### config.mk
export PLATFORM = sky130hd
export DESIGN_NAME = register_file_writeback
export DESIGN_NICKNAME = d
export VERILOG_FILES = /design/src/rtl/register_file_writeback.sv
export SDC_FILE = /design/constraint.sdc
export NUM_CORES = 2
export LEC_CHECK = 0
export ABC_AREA = 1
export CAP_MARGIN = 20
export CORE_MARGIN = 1
export CORE_UTILIZATION = 35
export DETAILED_ROUTE_END_ITERATION = 8
export SYNTH_ARGS = -nofsm -noshare
export SYNTH_HDL_FRONTEND = slang
export SYNTH_SLANG_ARGS = --single-unit
### constraint.sdc
create_clock -name clock -period 3.95 [get_ports clock]
set_clock_uncertainty 0.05 [all_clocks]
set_input_delay 1.185 -clock clock [delete_from_list [all_inputs] [get_ports clock]]
set_output_delay 1.185 -clock clock [all_outputs]
set_load 0.005 [all_outputs]
### src/rtl/register_file_writeback.sv
// Write-back stage: captures the destination of each enabled ALU op, commits the
// shared result bus one edge later into a 32x32 register file, with forwarded reads.
module register_file_writeback #(
  parameter  int XLEN      = 32,
  parameter  int REG_COUNT = 32,
  localparam int IDX_W     = $clog2(REG_COUNT)
) (
  input  logic             clock,
  input  logic             reset_n,
  input  logic             writeback_enable,
  input  logic [IDX_W-1:0] rd_index,
  input  logic [XLEN-1:0]  rd_value,
  input  logic [IDX_W-1:0] rs1_index,
  input  logic [IDX_W-1:0] rs2_index,
  output logic [XLEN-1:0]  rs1_value,
  output logic [XLEN-1:0]  rs2_value,
  output logic             write_pending,
  output logic [31:0]      retired_count
);

  typedef enum logic {S_IDLE = 1'b0, S_PENDING = 1'b1} state_t;

  state_t           state_q, state_d;
  logic [IDX_W-1:0] pending_rd_q, pending_rd_d;
  logic [XLEN-1:0]  regs_q [REG_COUNT];
  logic [XLEN-1:0]  rs1_q, rs1_d, rs2_q, rs2_d;
  logic [31:0]      retired_q, retired_d;
  logic             commit;

  // State register
  always_ff @(posedge clock or negedge reset_n) begin
    if (!reset_n) begin
      state_q      <= S_IDLE;
      pending_rd_q <= '0;
    end else begin
      state_q      <= state_d;
      pending_rd_q <= pending_rd_d;
    end
  end

  // Next state: an entry lives exactly one cycle, so the next state depends only on the enable
  always_comb begin
    state_d      = writeback_enable ? S_PENDING : S_IDLE;
    pending_rd_d = writeback_enable ? rd_index : pending_rd_q;
  end

  // Outputs of the FSM: the pending entry commits on this edge
  always_comb begin
    commit        = (state_q == S_PENDING);
    write_pending = (state_q == S_PENDING);
  end

  always_ff @(posedge clock or negedge reset_n) begin
    if (!reset_n) begin
      for (int i = 0; i < REG_COUNT; i++) regs_q[i] <= '0;
    end else if (commit && (pending_rd_q != '0)) begin
      regs_q[pending_rd_q] <= rd_value;
    end
  end

  // Reads see a same-edge commit; x0 never forwards and always reads zero
  always_comb begin
    rs1_d = regs_q[rs1_index];
    rs2_d = regs_q[rs2_index];
    if (commit && (pending_rd_q == rs1_index)) rs1_d = rd_value;
    if (commit && (pending_rd_q == rs2_index)) rs2_d = rd_value;
    if (rs1_index == '0) rs1_d = '0;
    if (rs2_index == '0) rs2_d = '0;
    retired_d = commit ? retired_q + 32'd1 : retired_q;
  end

  always_ff @(posedge clock or negedge reset_n) begin
    if (!reset_n) begin
      rs1_q     <= '0;
      rs2_q     <= '0;
      retired_q <= '0;
    end else begin
      rs1_q     <= rs1_d;
      rs2_q     <= rs2_d;
      retired_q <= retired_d;
    end
  end

  assign rs1_value     = rs1_q;
  assign rs2_value     = rs2_q;
  assign retired_count = retired_q;

endmodule

Yosys cells after proc, flatten, opt, wreduce, memory -nomap -nowiden

Index checks and enable logic that the tools add are counted.

Register bits after elaboration: 1,126

Add/subtract/negate cells: 1
$lt $le $gt $ge: 4
Equality and inequality tests: 2
Muxes and demuxes: 14
Bitwise operators: 3
Reductions and logical operators: 7

Operators by type and width:

| operator                                                 | number |
|---|---|
| bitwise mux 1024 bit                                     | 1 |
| binary-select mux 32 bit (select 5 bit)                  | 2 |
| 2-to-1 mux 32 bit                                        | 9 |
| demux 32 bit (select 5 bit)                              | 1 |
| adder 32 x 1 -> 32 bit, second input constant            | 1 |
| greater-or-equal comparator 6 bit, second input constant | 3 |
| inverter 5 -> 6 bit                                      | 3 |
| == test 5 bit                                            | 2 |
| logical NOT 5 bit                                        | 2 |
| < comparator 6 x 1 -> 1 bit, second input constant       | 1 |
| nonzero test 5 bit                                       | 1 |
| logical AND 1 bit                                        | 4 |
| 2-to-1 mux 1 bit                                         | 1 |

Depth between registers and ports, before layout

Word-level depth: 6
Gate-level depth with buffers: 13

Worst setup path before layout

Ideal clock, no wire load.

Kind: input to register
From: input port rs2_index[0]
To: register rs2_q[14] (netlist: rs2_value[14])
Setup time: 0.133 ns
Data arrival time: 2.402 ns
Required time: 3.767 ns
Path slack: 1.365 ns
Cell stages on the path: 11
Path buffers: 4
Cell sequence: buf_2 -> buf_2 -> buf_2 -> clkbuf_1 -> nand2_1 -> nand3_1 -> nand3_1 -> nand3_1 -> nand3_1 -> nand2_1 -> a21oi_1

Word-level cells in the longest chain between the ends: 6

Ends and longest elaborated chain:

| item                                                 | RTL line | source |
|---|---|---|
| start: declaration                                   | 14       | `input logic [IDX_W-1:0] rs2_index,` |
| inverter 5 -> 6 bit (implied by the code)            | 64       | `rs2_d = regs_q[rs2_index];` |
| binary-select mux 32 bit (select 5 bit)              | 64       |  |
| 2-to-1 mux 32 bit (implied by the code) (2 in a row) | 64       |  |
| 2-to-1 mux 32 bit                                    | 66       | `if (commit && (pending_rd_q == rs2_index)) rs2_d = rd_value;` |
| 2-to-1 mux 32 bit (*)                                | 68       | `if (rs2_index == '0) rs2_d = '0;` |
| net rs2_d[14]                                        | 26       | `logic [XLEN-1:0] rs1_q, rs1_d, rs2_q, rs2_d;` |
| end signal: assignment                               | 79       | `rs2_q <= rs2_d;` |
| end: declaration                                     | 26       |  |

Mark *: on every way through the listed nets, which the timed path passes. The rest lies on a longest branch. The select of a mux whose other input is x is not followed.
A chain may end at the register's enable or synchronous reset.

Worst setup path after layout

From: register rs2_q[4] (netlist: rs2_value[4])
To: output port rs2_value[4]

RTL lines:

| item             | RTL line | source |
|---|---|---|
| end: declaration | 16       | `output logic [XLEN-1:0] rs2_value,` |

No word-level cell between the ends.

==> reports/results.tsv <==
stage	metric	value	unit
logic_synthesis	Mapped Nets	9157	
logic_synthesis	Syn Area/Cell	6.92	µm²
placed_design	post-placement cell count	11100	
sta	final setup fails	0	
logic_synthesis	Synth Instances	9106	
grt	first-pass GRT wire length	377000	µm
sta	max_slew headroom	0.190	
sta	fmax	309	MHz
clocking	post-CTS sizing	0	
logic_synthesis	yosys warns	0	
grt	largest net degree at the start of global routing	201	
logic_synthesis	Synth top area share	0.447	
grt	GRT Total Usage	0.275	
die	die height	426	µm
power	VDD IR max	0.343	mV
sta	final hold viol count	0	
final_layout	post-layout util	0.401	
setup_path	Worst setup SP type	flop	
power	Leak	36.3	nW
drt	Starting DRT DRC Count	8067	
clocking	CTS Buffer Depth	3	
sta	Slew @ Worst Pin	1.22	ns
setup_path	critical path type	flop to output pin	
setup_path	WP data required	2.71	ns
clocking	CTS sink cnt	1126	
setup_path	crit end category	output pin	
clocking	Num CTS Buffers	133	
drt	Routed WL per cell	22.3	µm
logic_synthesis	Syn Std Cell Area	0.0631	mm²
drt	Antenna Nets Post-Route	0	
clocking	clock-pin slew on the worst setup and hold paths	0.06	ns
drt	Vias/cell	5.53	
clocking	H-tree depth	4	
drt	drt pass-1 iters	9	
logic_synthesis	Synth cell types	29	
sta	worst hold slack	0.311	ns
power	Power Density	585	mW/mm²
sta	Max Slew Vio Count	0	
drt	via count	62500	
final_layout	multi-input logic area	0.0284	mm²
logic_synthesis	Yosys top cell by area	dfrtp_1	
die	Die W	426	µm
clocking	worst skew pair latency	0.80	ns
clocking	hold_buf cts	0	
setup_path	Crit Path Max Fanout	1	
setup_path	Top delay family on crit path	flip-flops	
logic_synthesis	largest cells by area after synthesis	dfrtp_1, nand2_1, nand3_1	
sta	RSZ-0062 raised after global routing	no	
logic_synthesis	#FFs+latches synth	1126	
job	maxcap violations	0	
placed_design	gpl congestion	0.870	
clocking	Setup Fix Bufs, Post-CTS	0	
placed_design	post-DP HPWL	140000	µm
final_layout	Reg area	0.0282	mm²
die	Starting Density	0.353	
clocking	CTS tree	yes	
final_layout	Layout Nets	8895	
drt	final WL	252000	µm
final_layout	area growth from synthesis to layout	13.6	%
grt	vias in the first global route	58900	
setup_path	CP cell instances	clkdlybuf4s50_1	
setup_path	worst path arrival time	2.00	ns
worst_hold_path	Min-Delay Path Class	input port to asynchronous set/reset pin	
grt	GRT overflow	0	
final_layout	Fillers	18400	
setup_path	CP max stage delay	0.62	ns
clocking	clock root cell	clkbuf_16	
setup_path	CP max stage cell	dfrtp_1	
die	# rows	155	
drt	drc violations	0	
grt	antenna violations before repair	6	
logic_synthesis	register area share after synthesis	0.447	
sta	final period utilization	0.819	
placed_design	IO Port Bufs	146	
die	area of the die	0.182	mm²
final_layout	filler-free cell count of the finished design	11300	
setup_path	crit path buf inv count	1	
status	status	completed	
die	Top-Level Pins	147	
final_layout	layout cells sized above 1	0.0607	
sta	Setup TNS	0	ns
sta	minimum clock period	3.24	ns
die	core area	0.179	mm²
-- per-layer routing --
layer | GRT usage | up-vias | part of all wire
li1 | - | 28600 | -
met1 | 0.360 | 29800 | 0.40
met2 | 0.431 | 3498 | 0.44
met3 | 0.0496 | 715 | 0.096
met4 | 0.144 | 2 | 0.055
met5 | 0 | - | 0.000052
-- power breakdown --
group | switching, mW | internal, mW
logic | 6.83 | 4.16
clock network | 5.28 | 7.74
registers | 2.38 | 15.5
total | 14.5 | 27.4
-- stage by stage --
step / power, mW / setup WS (ns) / area, µm²
floorplan: 25.3 / 1.36 / 63100
global placement: 28.4 / 0.636 / 67000
detailed placement: 28.8 / 0.613 / 67000
CTS: 41.9 / 0.662 / 71600
global route: 44.7 / 0.667 / 71600
finish: 41.9 / 0.714 / 71600
-- worst register-to-register path: cells and delay by family, from the launching register on --
kind | cells | cell delay, ns
simple gates | 3 | 1.20
flops | 1 | 0.56
buf+inv | 3 | 0.88
compound gates | 1 | 0.05
-- cells in the final DEF, fill, tap and decap left out, types with 135 or more instances in the layout --
cell             Yosys  final
nand2_1           2889   2884
nand3_1           1450   1448
dfrtp_1           1126   1126
o21ai_0           1081   1081
inv_1              959    951
nor2_1             282    278
o211ai_1           199    199
buf_4                2    138
clkbuf_16            0    137
a21oi_1            136    136
clkdlybuf4s50_1      0    135
-- cell families after synthesis --
| group | after synthesis | share of synthesized area |
|---|---|---|
| AOI/OAI and AO/OA | 1505 | 0.127 |
| buffers and inverters | 1715 | 0.106 |
| and+or+nand+nor | 4731 | 0.316 |
| DFF | 1126 | 0.447 |
| adders and majority gates | 1 | 0.000198 |
| xor gates and xnor gates | 28 | 0.00389 |
-- registers in the layout, summed over array words and instances, names as in the netlist --
signal         flops
regs_q          1024
retired_count     32
rs1_value         32
rs2_value         32
pending_rd_q       5
write_pending      1
-- synthesized netlist by cell type --
| library cell | instances |
|---|---|
| inv_2 | 8 |
| clkbuf_1 | 509 |
| o21ai_0 | 1081 |
| xor2_1 | 22 |
| a21oi_1 | 136 |
| nand3_1 | 1450 |
| o211ai_1 | 199 |
| nand3b_1 | 1 |
| nor2_4 | 4 |
| buf_4 | 2 |
| ha_1 | 1 |
| o21ai_1 | 84 |
| clkinv_1 | 3 |
| nor3_2 | 8 |
| inv_1 | 959 |
| nand4_1 | 9 |
| nor4_4 | 1 |
| nor2_2 | 1 |
| o22ai_1 | 5 |
| nand2_2 | 22 |
| nor3_1 | 15 |
| buf_1 | 59 |
| buf_2 | 175 |
| xnor2_1 | 6 |
| dfrtp_1 | 1126 |
| nor2_1 | 282 |
| nor3_4 | 2 |
| or2_2 | 47 |
| nand2_1 | 2889 |
-- path summary, 6_finish.rpt --
path                                      start  slack [ns]            to  cells past startpoint
worst min register to register     regs_q[1006]        0.33  regs_q[1006]                      0
worst max-delay path               rs2_value[4]        0.71  rs2_value[4]                      1
min in group clock                 regs_q[1006]        0.33  regs_q[1006]                      0
worst max register to register  pending_rd_q[4]        1.05   regs_q[245]                      7
worst min-delay path                    reset_n        0.31   regs_q[595]                      1
max in group asynchronous               reset_n        2.48   regs_q[354]                      2
-- cell type report --
class / instances / share of cell area
antenna: 1 / 0.0000349
clock buffer: 186 / 0.0544
clock inverter: 51 / 0.00949
inverter: 970 / 0.0513
multi-input combinational: 6265 / 0.396
sequential: 1126 / 0.393
tap: 2355 / 0.0411
timing repair buffer: 348 / 0.0537
Power figures use the tool's default switching activity.
